[src/rtl/cb_cfg_pkg.sv]
`default_nettype none
// ============================================================================
//  Module      : cb_cfg_pkg
//  Description : Shared constants for the connection-box configuration
//                loader: frame width, controller state encoding and the
//                layout of the select fields inside one 10-bit frame.
//  Revision    : 1.0  initial release
// ============================================================================
package cb_cfg_pkg;

    // Select bits per connection box: 4 x mux21 (1 bit) + 3 x mux41 (2 bits).
    localparam int CB_FRAME_W = 10;

    // Controller state encoding.
    localparam logic [1:0] ST_IDLE   = 2'd0;
    localparam logic [1:0] ST_LOAD   = 2'd1;
    localparam logic [1:0] ST_COMMIT = 2'd2;
    localparam logic [1:0] ST_ERROR  = 2'd3;

    // Field layout within one frame.
    localparam int CB_MUX21_LSB   = 0;   // bits [3:0], one bit per mux21
    localparam int CB_MUX21_W     = 4;
    localparam int CB_MUX41_0_LSB = 4;   // bits [5:4]
    localparam int CB_MUX41_1_LSB = 6;   // bits [7:6]
    localparam int CB_MUX41_2_LSB = 8;   // bits [9:8]
    localparam int CB_MUX41_W     = 2;

endpackage
`default_nettype wire

[src/rtl/cb_cfg_bank.sv]
`default_nettype none
// ============================================================================
//  Module      : cb_cfg_bank
//  Description : Shadow frame storage plus the active select register.
//                Frames are written one at a time into the shadow slots;
//                a commit copies the whole shadow into the active register
//                in a single edge so the fabric never sees a partial load.
//  Ports       : clk, rst        - clock, synchronous active-high reset
//                i_wr_en         - write i_wr_data into shadow slot i_wr_idx
//                i_wr_idx        - shadow slot index
//                i_wr_data       - frame data
//                i_commit        - copy shadow into active register
//                o_cb_sel        - active selects, box k at [k*FRAME_W +: FRAME_W]
//  Revision    : 1.0  initial release
// ============================================================================
module cb_cfg_bank
    import cb_cfg_pkg::*;
#(
    parameter int NUM_CB  = 4,
    parameter int FRAME_W = CB_FRAME_W,
    parameter int IDX_W   = 2
) (
    input  logic                      clk,
    input  logic                      rst,
    input  logic                      i_wr_en,
    input  logic [IDX_W-1:0]          i_wr_idx,
    input  logic [FRAME_W-1:0]        i_wr_data,
    input  logic                      i_commit,
    output logic [NUM_CB*FRAME_W-1:0] o_cb_sel
);

    logic [FRAME_W-1:0]        r_shadow [NUM_CB];
    logic [NUM_CB*FRAME_W-1:0] w_shadow_flat;
    logic [NUM_CB*FRAME_W-1:0] r_active;

    generate
        for (genvar k = 0; k < NUM_CB; k++) begin : g_slot
            always_ff @(posedge clk) begin
                if (rst) begin
                    r_shadow[k] <= '0;
                end else if (i_wr_en && (i_wr_idx == IDX_W'(k))) begin
                    r_shadow[k] <= i_wr_data;
                end
            end

            assign w_shadow_flat[k*FRAME_W +: FRAME_W] = r_shadow[k];
        end
    endgenerate

    always_ff @(posedge clk) begin
        if (rst) begin
            r_active <= '0;
        end else if (i_commit) begin
            r_active <= w_shadow_flat;
        end
    end

    assign o_cb_sel = r_active;

endmodule
`default_nettype wire

[src/rtl/cb_config_loader.sv]
`default_nettype none
// ============================================================================
//  Module      : cb_config_loader
//  Description : Configuration controller for a chain of NUM_CB connection
//                boxes. Accepts one select frame per box over a valid/ready
//                stream, stages them in a shadow bank and commits all of
//                them at once to cb_sel after the last frame.
//  Option      : CB_CFG_PARITY_EN - adds cfg_parity input; frames must have
//                even parity over {cfg_data, cfg_parity}. A bad frame parks
//                the controller in ERROR with cfg_err set until cfg_start.
//  Ports       : clk, rst        - clock, synchronous active-high reset
//                cfg_start       - begin / restart a load sequence
//                cfg_valid       - cfg_data holds a frame
//                cfg_data        - frame for box frame_idx
//                cfg_parity      - frame parity bit (option only)
//                cfg_ready       - frame accepted this cycle when valid
//                busy            - controller not idle
//                frame_idx       - index of next expected frame
//                cfg_done        - one-cycle pulse: new configuration active
//                cfg_err         - sticky parity error flag
//                cb_sel          - active selects for all boxes
//  Revision    : 1.0  initial release
// ============================================================================
module cb_config_loader
    import cb_cfg_pkg::*;
#(
    parameter  int NUM_CB  = 4,
    parameter  int FRAME_W = CB_FRAME_W,
    localparam int IDX_W   = (NUM_CB > 1) ? $clog2(NUM_CB) : 1
) (
    input  logic                      clk,
    input  logic                      rst,
    input  logic                      cfg_start,
    input  logic                      cfg_valid,
    input  logic [FRAME_W-1:0]        cfg_data,
`ifdef CB_CFG_PARITY_EN
    input  logic                      cfg_parity,
`endif
    output logic                      cfg_ready,
    output logic                      busy,
    output logic [IDX_W-1:0]          frame_idx,
    output logic                      cfg_done,
    output logic                      cfg_err,
    output logic [NUM_CB*FRAME_W-1:0] cb_sel
);

    logic [1:0]       r_state;
    logic [1:0]       w_state_nxt;
    logic [IDX_W-1:0] r_idx;
    logic [IDX_W-1:0] w_idx_nxt;
    logic             r_done;
    logic             w_handshake;
    logic             w_last;
    logic             w_parity_ok;
    logic             w_wr_en;
    logic             w_commit;

    assign cfg_ready   = (r_state == ST_LOAD);
    assign busy        = (r_state != ST_IDLE);
    assign w_handshake = cfg_valid & cfg_ready;
    assign w_last      = (r_idx == IDX_W'(NUM_CB - 1));

`ifdef CB_CFG_PARITY_EN
    assign w_parity_ok = ~(^{cfg_data, cfg_parity});
`else
    assign w_parity_ok = 1'b1;
`endif

    // A restart wins over a simultaneous handshake, so that frame is dropped.
    assign w_wr_en  = w_handshake & ~cfg_start & w_parity_ok;
    assign w_commit = (r_state == ST_COMMIT);

    always_comb begin
        w_state_nxt = r_state;
        w_idx_nxt   = r_idx;
        case (r_state)
            ST_IDLE: begin
                if (cfg_start) begin
                    w_state_nxt = ST_LOAD;
                    w_idx_nxt   = '0;
                end
            end
            ST_LOAD: begin
                if (cfg_start) begin
                    w_state_nxt = ST_LOAD;
                    w_idx_nxt   = '0;
                end else if (w_wr_en) begin
                    if (w_last) begin
                        w_state_nxt = ST_COMMIT;
                        w_idx_nxt   = '0;
                    end else begin
                        w_idx_nxt = r_idx + IDX_W'(1);
                    end
                end
`ifdef CB_CFG_PARITY_EN
                else if (w_handshake) begin
                    w_state_nxt = ST_ERROR;
                end
`endif
            end
            // Start requests during commit are deliberately not remembered.
            ST_COMMIT: begin
                w_state_nxt = ST_IDLE;
            end
`ifdef CB_CFG_PARITY_EN
            ST_ERROR: begin
                if (cfg_start) begin
                    w_state_nxt = ST_LOAD;
                    w_idx_nxt   = '0;
                end
            end
`endif
            default: begin
                w_state_nxt = ST_IDLE;
                w_idx_nxt   = '0;
            end
        endcase
    end

    always_ff @(posedge clk) begin
        if (rst) begin
            r_state <= ST_IDLE;
            r_idx   <= '0;
            r_done  <= 1'b0;
        end else begin
            r_state <= w_state_nxt;
            r_idx   <= w_idx_nxt;
            r_done  <= w_commit;
        end
    end

`ifdef CB_CFG_PARITY_EN
    logic r_err;

    // The flag simply mirrors residency in ERROR: set on entry, cleared
    // when cfg_start moves the controller back to LOAD.
    always_ff @(posedge clk) begin
        if (rst) begin
            r_err <= 1'b0;
        end else begin
            r_err <= (w_state_nxt == ST_ERROR);
        end
    end

    assign cfg_err = r_err;
`else
    assign cfg_err = 1'b0;
`endif

    assign frame_idx = r_idx;
    assign cfg_done  = r_done;

    cb_cfg_bank #(
        .NUM_CB  (NUM_CB),
        .FRAME_W (FRAME_W),
        .IDX_W   (IDX_W)
    ) u_bank (
        .clk       (clk),
        .rst       (rst),
        .i_wr_en   (w_wr_en),
        .i_wr_idx  (r_idx),
        .i_wr_data (cfg_data),
        .i_commit  (w_commit),
        .o_cb_sel  (cb_sel)
    );

endmodule
`default_nettype wire

[config.mk]
export PLATFORM = sky130hd
export DESIGN_NAME = cb_config_loader
export DESIGN_NICKNAME = d
export VERILOG_FILES = /design/src/rtl/cb_cfg_pkg.sv /design/src/rtl/cb_cfg_bank.sv /design/src/rtl/cb_config_loader.sv
export SDC_FILE = /design/constraint.sdc
export NUM_CORES = 1
export LEC_CHECK = 0
export ABC_CLOCK_PERIOD_IN_PS = 2050
export CAP_MARGIN = 15
export CELL_PAD_IN_SITES_DETAIL_PLACEMENT = 1
export CELL_PAD_IN_SITES_GLOBAL_PLACEMENT = 1
export CORE_UTILIZATION = 40
export DETAILED_ROUTE_END_ITERATION = 7
export PLACE_DENSITY = 0.78
export REMOVE_ABC_BUFFERS = 1
export SYNTH_ARGS = -nofsm -noshare
export SYNTH_HDL_FRONTEND = slang
export SYNTH_SLANG_ARGS = --single-unit
[constraint.sdc]
create_clock -name clk -period 2.05 [get_ports clk]
set_input_delay 0.41 -clock clk [delete_from_list [all_inputs] [get_ports clk]]
set_output_delay 0.41 -clock clk [all_outputs]
set_load 0.02 [all_outputs]
==> results of run 1 <==
-- logic make-up (layout without fill, tap and decap cells) --
family,Yosys count,after routing,synth area share (%)
AND/OR/NAND/NOR,133,133,20.0
flip-flops,85,85,65.8
AO/OA/AOI/OAI,48,48,8.15
buffers and inverters,25,83,4.31
adder cells (fa/ha/maj),4,4,1.57
other,1,1,0.117
-- routing by layer --
metal	vias up	routed length (um)	GRT usage [%]
met1	1123	3160	22.4
met3	8	211	3.02
met5	-	0	0
li1	1109	-	-
met2	53	3550	30.4
met4	0	108	6.75
-- power groups by stage --
stage | clock network [uW] | registers (uW) | logic, uW
final | 1220 | 1820 | 120
after global routing | 1300 | 1820 | 128
after CTS | 1250 | 1820 | 122
after detailed placement | 0 | 1860 | 121
after global placement | 0 | 1850 | 119
after floorplan | 0 | 1850 | 38.0
-- synth_stat cells --
cell,count
and2b_1,1
a21o_1,4
buf_4,1
buf_6,4
nor2_1,1
a21oi_1,41
buf_2,8
or2b_1,1
ha_1,4
nor3_1,3
nor2b_1,2
nand2_1,81
edfxtp_1,40
or2_2,1
clkbuf_1,10
and4bb_4,1
dfxtp_1,45
inv_1,2
and2_1,1
o21a_1,1
conb_1,1
and3_1,40
a22o_1,2
and2b_4,1
-- flip-flops by register name, summed over array words and instances, names as in the netlist --
signal	count
cb_sel	40
u_bank.r_shadow	40
frame_idx	2
r_state	2
cfg_done	1
-- worst max-delay path: stages (launching register included) --
cell and delay [ns]:
dfxtp_1 0.38, or2_2 0.31, clkdlybuf4s50_1 0.54
-- cell type report --
| type | instances | area [sq um] | share of cell area, % |
|---|---|---|---|
| flip-flops and latches | 85 | 2100 | 51.9 |
| multi-input cells | 186 | 956 | 23.6 |
| repair buffers | 65 | 646 | 16.0 |
| clock buffers | 11 | 153 | 3.77 |
| well taps | 102 | 128 | 3.15 |
| clock inverters | 5 | 56.3 | 1.39 |
| inverters | 2 | 7.51 | 0.185 |
-- through the flow --
stage	instance area, sq um	setup slack [ns]	util [%]
floorplan	3060	-0.000107	-
global placement	3840	0.0931	49.7
detailed placement	3840	0.00378	49.7
CTS	4050	0.0430	52.4
global route	4050	0.0180	52.4
finish	4050	0.0616	52.4
-- final timing paths --
path                                   start                    end  slack (ns)  cells past startpoint
worst max register to register  frame_idx[0]  u_bank.r_shadow[2][3]        0.47                      3
worst max-delay path              r_state[0]                   busy        0.06                      2
worst min register to register     cb_sel[1]              cb_sel[1]        0.46                      2
worst min-delay path               cb_sel[1]              cb_sel[1]        0.46                      2
==> impl_metrics.csv, run 1 <==
group,metric,value,unit
grt,grt_pass1_wl,11.2,mm
power,pwr-share-clk,38.6,%
final_layout,stdcell_count,456,
sta,maxSlewViolCount,0,
synthesis,synth_area,0.00319,sq mm
grt,antenna_found_initial,0,
job,max-cap-violations,0,
placement,portBuffers,58,
floorplanning,die_w,91.3,um
clock_network,post-cts-setup-buffers,0,
final_layout,syn_to_final_growth,26.8,%
synthesis,ys_top_cells_by_area,"edfxtp_1 (38%), dfxtp_1 (28%), nand2_1 (9.5%)",
floorplanning,initial_core_util,41.3,%
grt,grt_pass1_vias,2263,
power,switchingPower,666,uW
sta,fmaxAchievable,0.503,GHz
grt,grt.overflow.total,0,
clock_network,tritoncts,"built",
route,via_count,2293,
worst_setup_path,cp_max_fo,7,
synthesis,yosys_warnings,0,
route,finalWirelength,7.04,mm
power,ir_worst_vdd,0.432,mV
placement,dp_hpwl,4.63,mm
power,combPwrFrac,3.8,%
synthesis,seq_area_frac_synth,65.8,%
route,drt_iter0_markers,149,
floorplanning,ioPinCount,60,
final_layout,final_nets,367,
grt,grt_max_degree,43,
route,drc,0,
final_layout,num_antenna_cells,0,
clock_network,cts_root_buffer,"clkbuf_8",
sta,fin_crit,1.99,ns
power,finalPower,3150,uW
final_layout,final_cell_mix,"nand2_1 (81), clkdlybuf4s50_1 (58), dfxtp_1 (45)",
route,drt_pass1_iterations,4,
sta,skew,0.00625,ns
power,swShare,21.1,%
clock_network,cts_buffer_depth,2,
clock_network,hold_buffers,0,
synthesis,ys_ff_latch,85,
synthesis,synth_top_area_cell,"edfxtp_1",
clock_network,numCtsBuffers,9,
power,powerDensity,779,mW/mm^2
final_layout,layout_commonest_cell,"nand2_1",
floorplanning,fp.dieH,91.3,um
clock_network,worst_skew_pair.late_latency,0.35,ns
sta,rsz0062_at_grt,"no",
synthesis,netlist-cell-type-count,24,
route,routed_via_density,5.03,
grt,grt_usage,17.8,%
final_layout,n_fill_cell,841,
power,leakagePower,0.00154,uW
clock_network,h-tree-depth,3,
sta,fin_crit_sh,97.0,%
worst_setup_path,worstPathArrival,1.58,ns
hold_path,min_path_type,"flop to flop",
sta,holdWs,0.457,ns
power,power.internal,2490,uW
synthesis,synth_cells,296,
clock_network,cts_resized,0,
worst_setup_path,start_kind,"flop",
final_layout,drive_gt1_share,7.34,%
floorplanning,num_rows,32,
route,wire_per_inst,15.4,um
synthesis,avgSynthCellArea,10.8,sq um
worst_setup_path,critical_path_class,"flop to primary output",
clock_network,cts.clk_slew.worst_paths,0.08,ns
placement,gp_congestion,0.757,
synthesis,yosys.area.top_type_share,37.6,%
sta,setup_viol_count_final,0,
status,status,"complete, no violations",
sta,hold_viol_final,0,
clock_network,numClockSinks,85,
floorplanning,coreArea,0.00773,sq mm
floorplanning,dieArea,0.00834,sq mm
power,seqPwrFrac,57.6,%
worst_setup_path,worst_ep_required_time,1.64,ns
sta,tns,0,ns
route,ant_nets,0,
placement,dp_cells,440,
worst_setup_path,end_kind,"primary output",
Power figures use the tool's default switching activity.
==> run 2, diff against run 1 <==
- GPL_TIMING_DRIVEN: not set -> 0
- HOLD_SLACK_MARGIN: not set -> 0.15
==> impl_metrics.csv, run 2 (synthesis gave the netlist of run 1 again) <==
group,metric,value,unit
status,status,"complete, no violations",
power,powerDensity,801,mW/mm^2
worst_setup_path,start_kind,"flop",
placement,place_ws,-0.00470,ns
sta,setup_slack,0.0774,ns
final_layout,drive_gt1_share,6.30,%
grt,grt_max_degree,50,
route,via_count,2271,
sta,rsz0062_at_grt,"no",
placement,gp_congestion,0.744,
power,leakagePower,0.00153,uW
clock_network,cts_root_buffer,"clkbuf_8",
clock_network,post-cts-setup-buffers,0,
route,routed_via_density,5.04,
final_layout,syn_to_final_growth,25.9,%
floorplanning,ioPinCount,60,
placement,dp_hpwl,4.57,mm
sta,fmaxAchievable,0.507,GHz
route,ant_nets,0,
clock_network,tritoncts,"built",
floorplanning,dieArea,0.00834,sq mm
floorplanning,coreArea,0.00773,sq mm
final_layout,n_fill_cell,837,
hold_path,min_path_cells,2,
grt,grt_pass1_vias,2236,
sta,worst_pin_slew,0.884,ns
sta,maxSlewViolCount,0,
clock_network,numClockSinks,85,
final_layout,final_nets,362,
worst_setup_path,worst_ep_required_time,1.64,ns
clock_network,cts_buffer_depth,2,
grt,antenna_found_initial,0,
worst_setup_path,end_kind,"primary output",
grt,grt_pass1_wl,11.3,mm
route,drt_pass1_iterations,4,
final_layout,final_cell_mix,"nand2_1 (81), clkdlybuf4s50_1 (57), dfxtp_1 (44)",
power,ir_worst_vdd,0.401,mV
worst_setup_path,reg2reg_depth,2,
placement,place_area,0.00380,sq mm
placement,portBuffers,58,
worst_setup_path,cp_max_fo,8,
clock_network,worst_skew_pair.late_latency,0.35,ns
sta,fin_crit,1.97,ns
job,max-cap-violations,0,
route,finalWirelength,7.01,mm
placement,dp_cells,435,
final_layout,stdcell_count,451,
route,drt_iter0_markers,101,
worst_setup_path,worstPathArrival,1.56,ns
worst_setup_path,slowest_stage,"clkdlybuf4s50_1",
worst_setup_path,critical_path_class,"flop to primary output",
floorplanning,die_w,91.3,um
sta,fin_crit_sh,96.2,%
grt,grt_usage,18.3,%
sta,max-slew-margin-rel,41.1,%
grt,grt.overflow.total,0,
sta,setup_viol_count_final,0,
power,finalPower,3220,uW
route,drc,0,
worst_setup_path,cpPeakStageDelay,0.54,ns
floorplanning,fp.dieH,91.3,um
clock_network,h-tree-depth,3,
worst_setup_path,path_cells,"or2_2, clkdlybuf4s50_1",
final_layout,num_antenna_cells,0,
hold_path,min_path_type,"flop to flop",
floorplanning,num_rows,32,
sta,hold_viol_final,0,
final_layout,fin_area,0.00402,sq mm
sta,skew,0.00941,ns
clock_network,numCtsBuffers,9,
route,wire_per_inst,15.5,um
floorplanning,initial_core_util,41.3,%
final_layout,layout_commonest_cell,"nand2_1",
clock_network,cts.clk_slew.worst_paths,0.08,ns
clock_network,hold_buffers,0,
## run 2: area by class of cell
class	instances	area (sq um)	share of cell area, %
well taps	102	128	3.18
repair buffers	60	606	15.1
flip-flops and latches	85	2100	52.3
clock inverters	6	86.3	2.15
multi-input cells	186	961	23.9
clock buffers	10	128	3.18
inverters	2	7.51	0.187
## run 2: critical path, delay by kind of cell, from the launching register on
kind,cells,cell delay [ns]
and+or+nand+nor,1,0.29
DFF,1,0.38
buffers and inverters,1,0.54
## run 2: path summary, 6_finish.rpt
path                      from               endpoint  slack (ns)
setup / recovery    r_state[1]                   busy        0.08
hold reg to reg      cb_sel[2]              cb_sel[2]        0.46
hold / removal       cb_sel[2]              cb_sel[2]        0.46
setup reg to reg  frame_idx[0]  u_bank.r_shadow[3][5]        0.41
## run 2: layer usage
layer | GRT usage (%) | vias up | share of wire (%)
met5 | 0 | - | 0
met4 | 10.2 | 0 | 3.3
met3 | 4.94 | 15 | 5.3
met2 | 28.5 | 63 | 48
met1 | 22.9 | 1091 | 44
li1 | - | 1102 | -
## run 2: metrics by stage
step	hold WS, ns	TNS, ns	util [%]
detailed placement	0.451	-0.00627	49.2
finish	0.456	0	52.0
floorplan	0.471	-0.00426	-
global route	0.485	0	52.0
CTS	0.462	0	52.0
global placement	0.445	-107.13	48.8
## run 2: repair_timing
item,in CTS,in global routing
hold endpoints to repair,0,0
gates resized for setup,1,0
endpoints found under the setup margin,1,0
## run 2: power by group
part | leakage, uW | internal, uW | switching (uW)
clock network | 0.000108 | 688 | 606
registers | 0.000776 | 1800 | 12.2
logic | 0.000642 | 39.9 | 71.3
total | 0.00153 | 2530 | 690
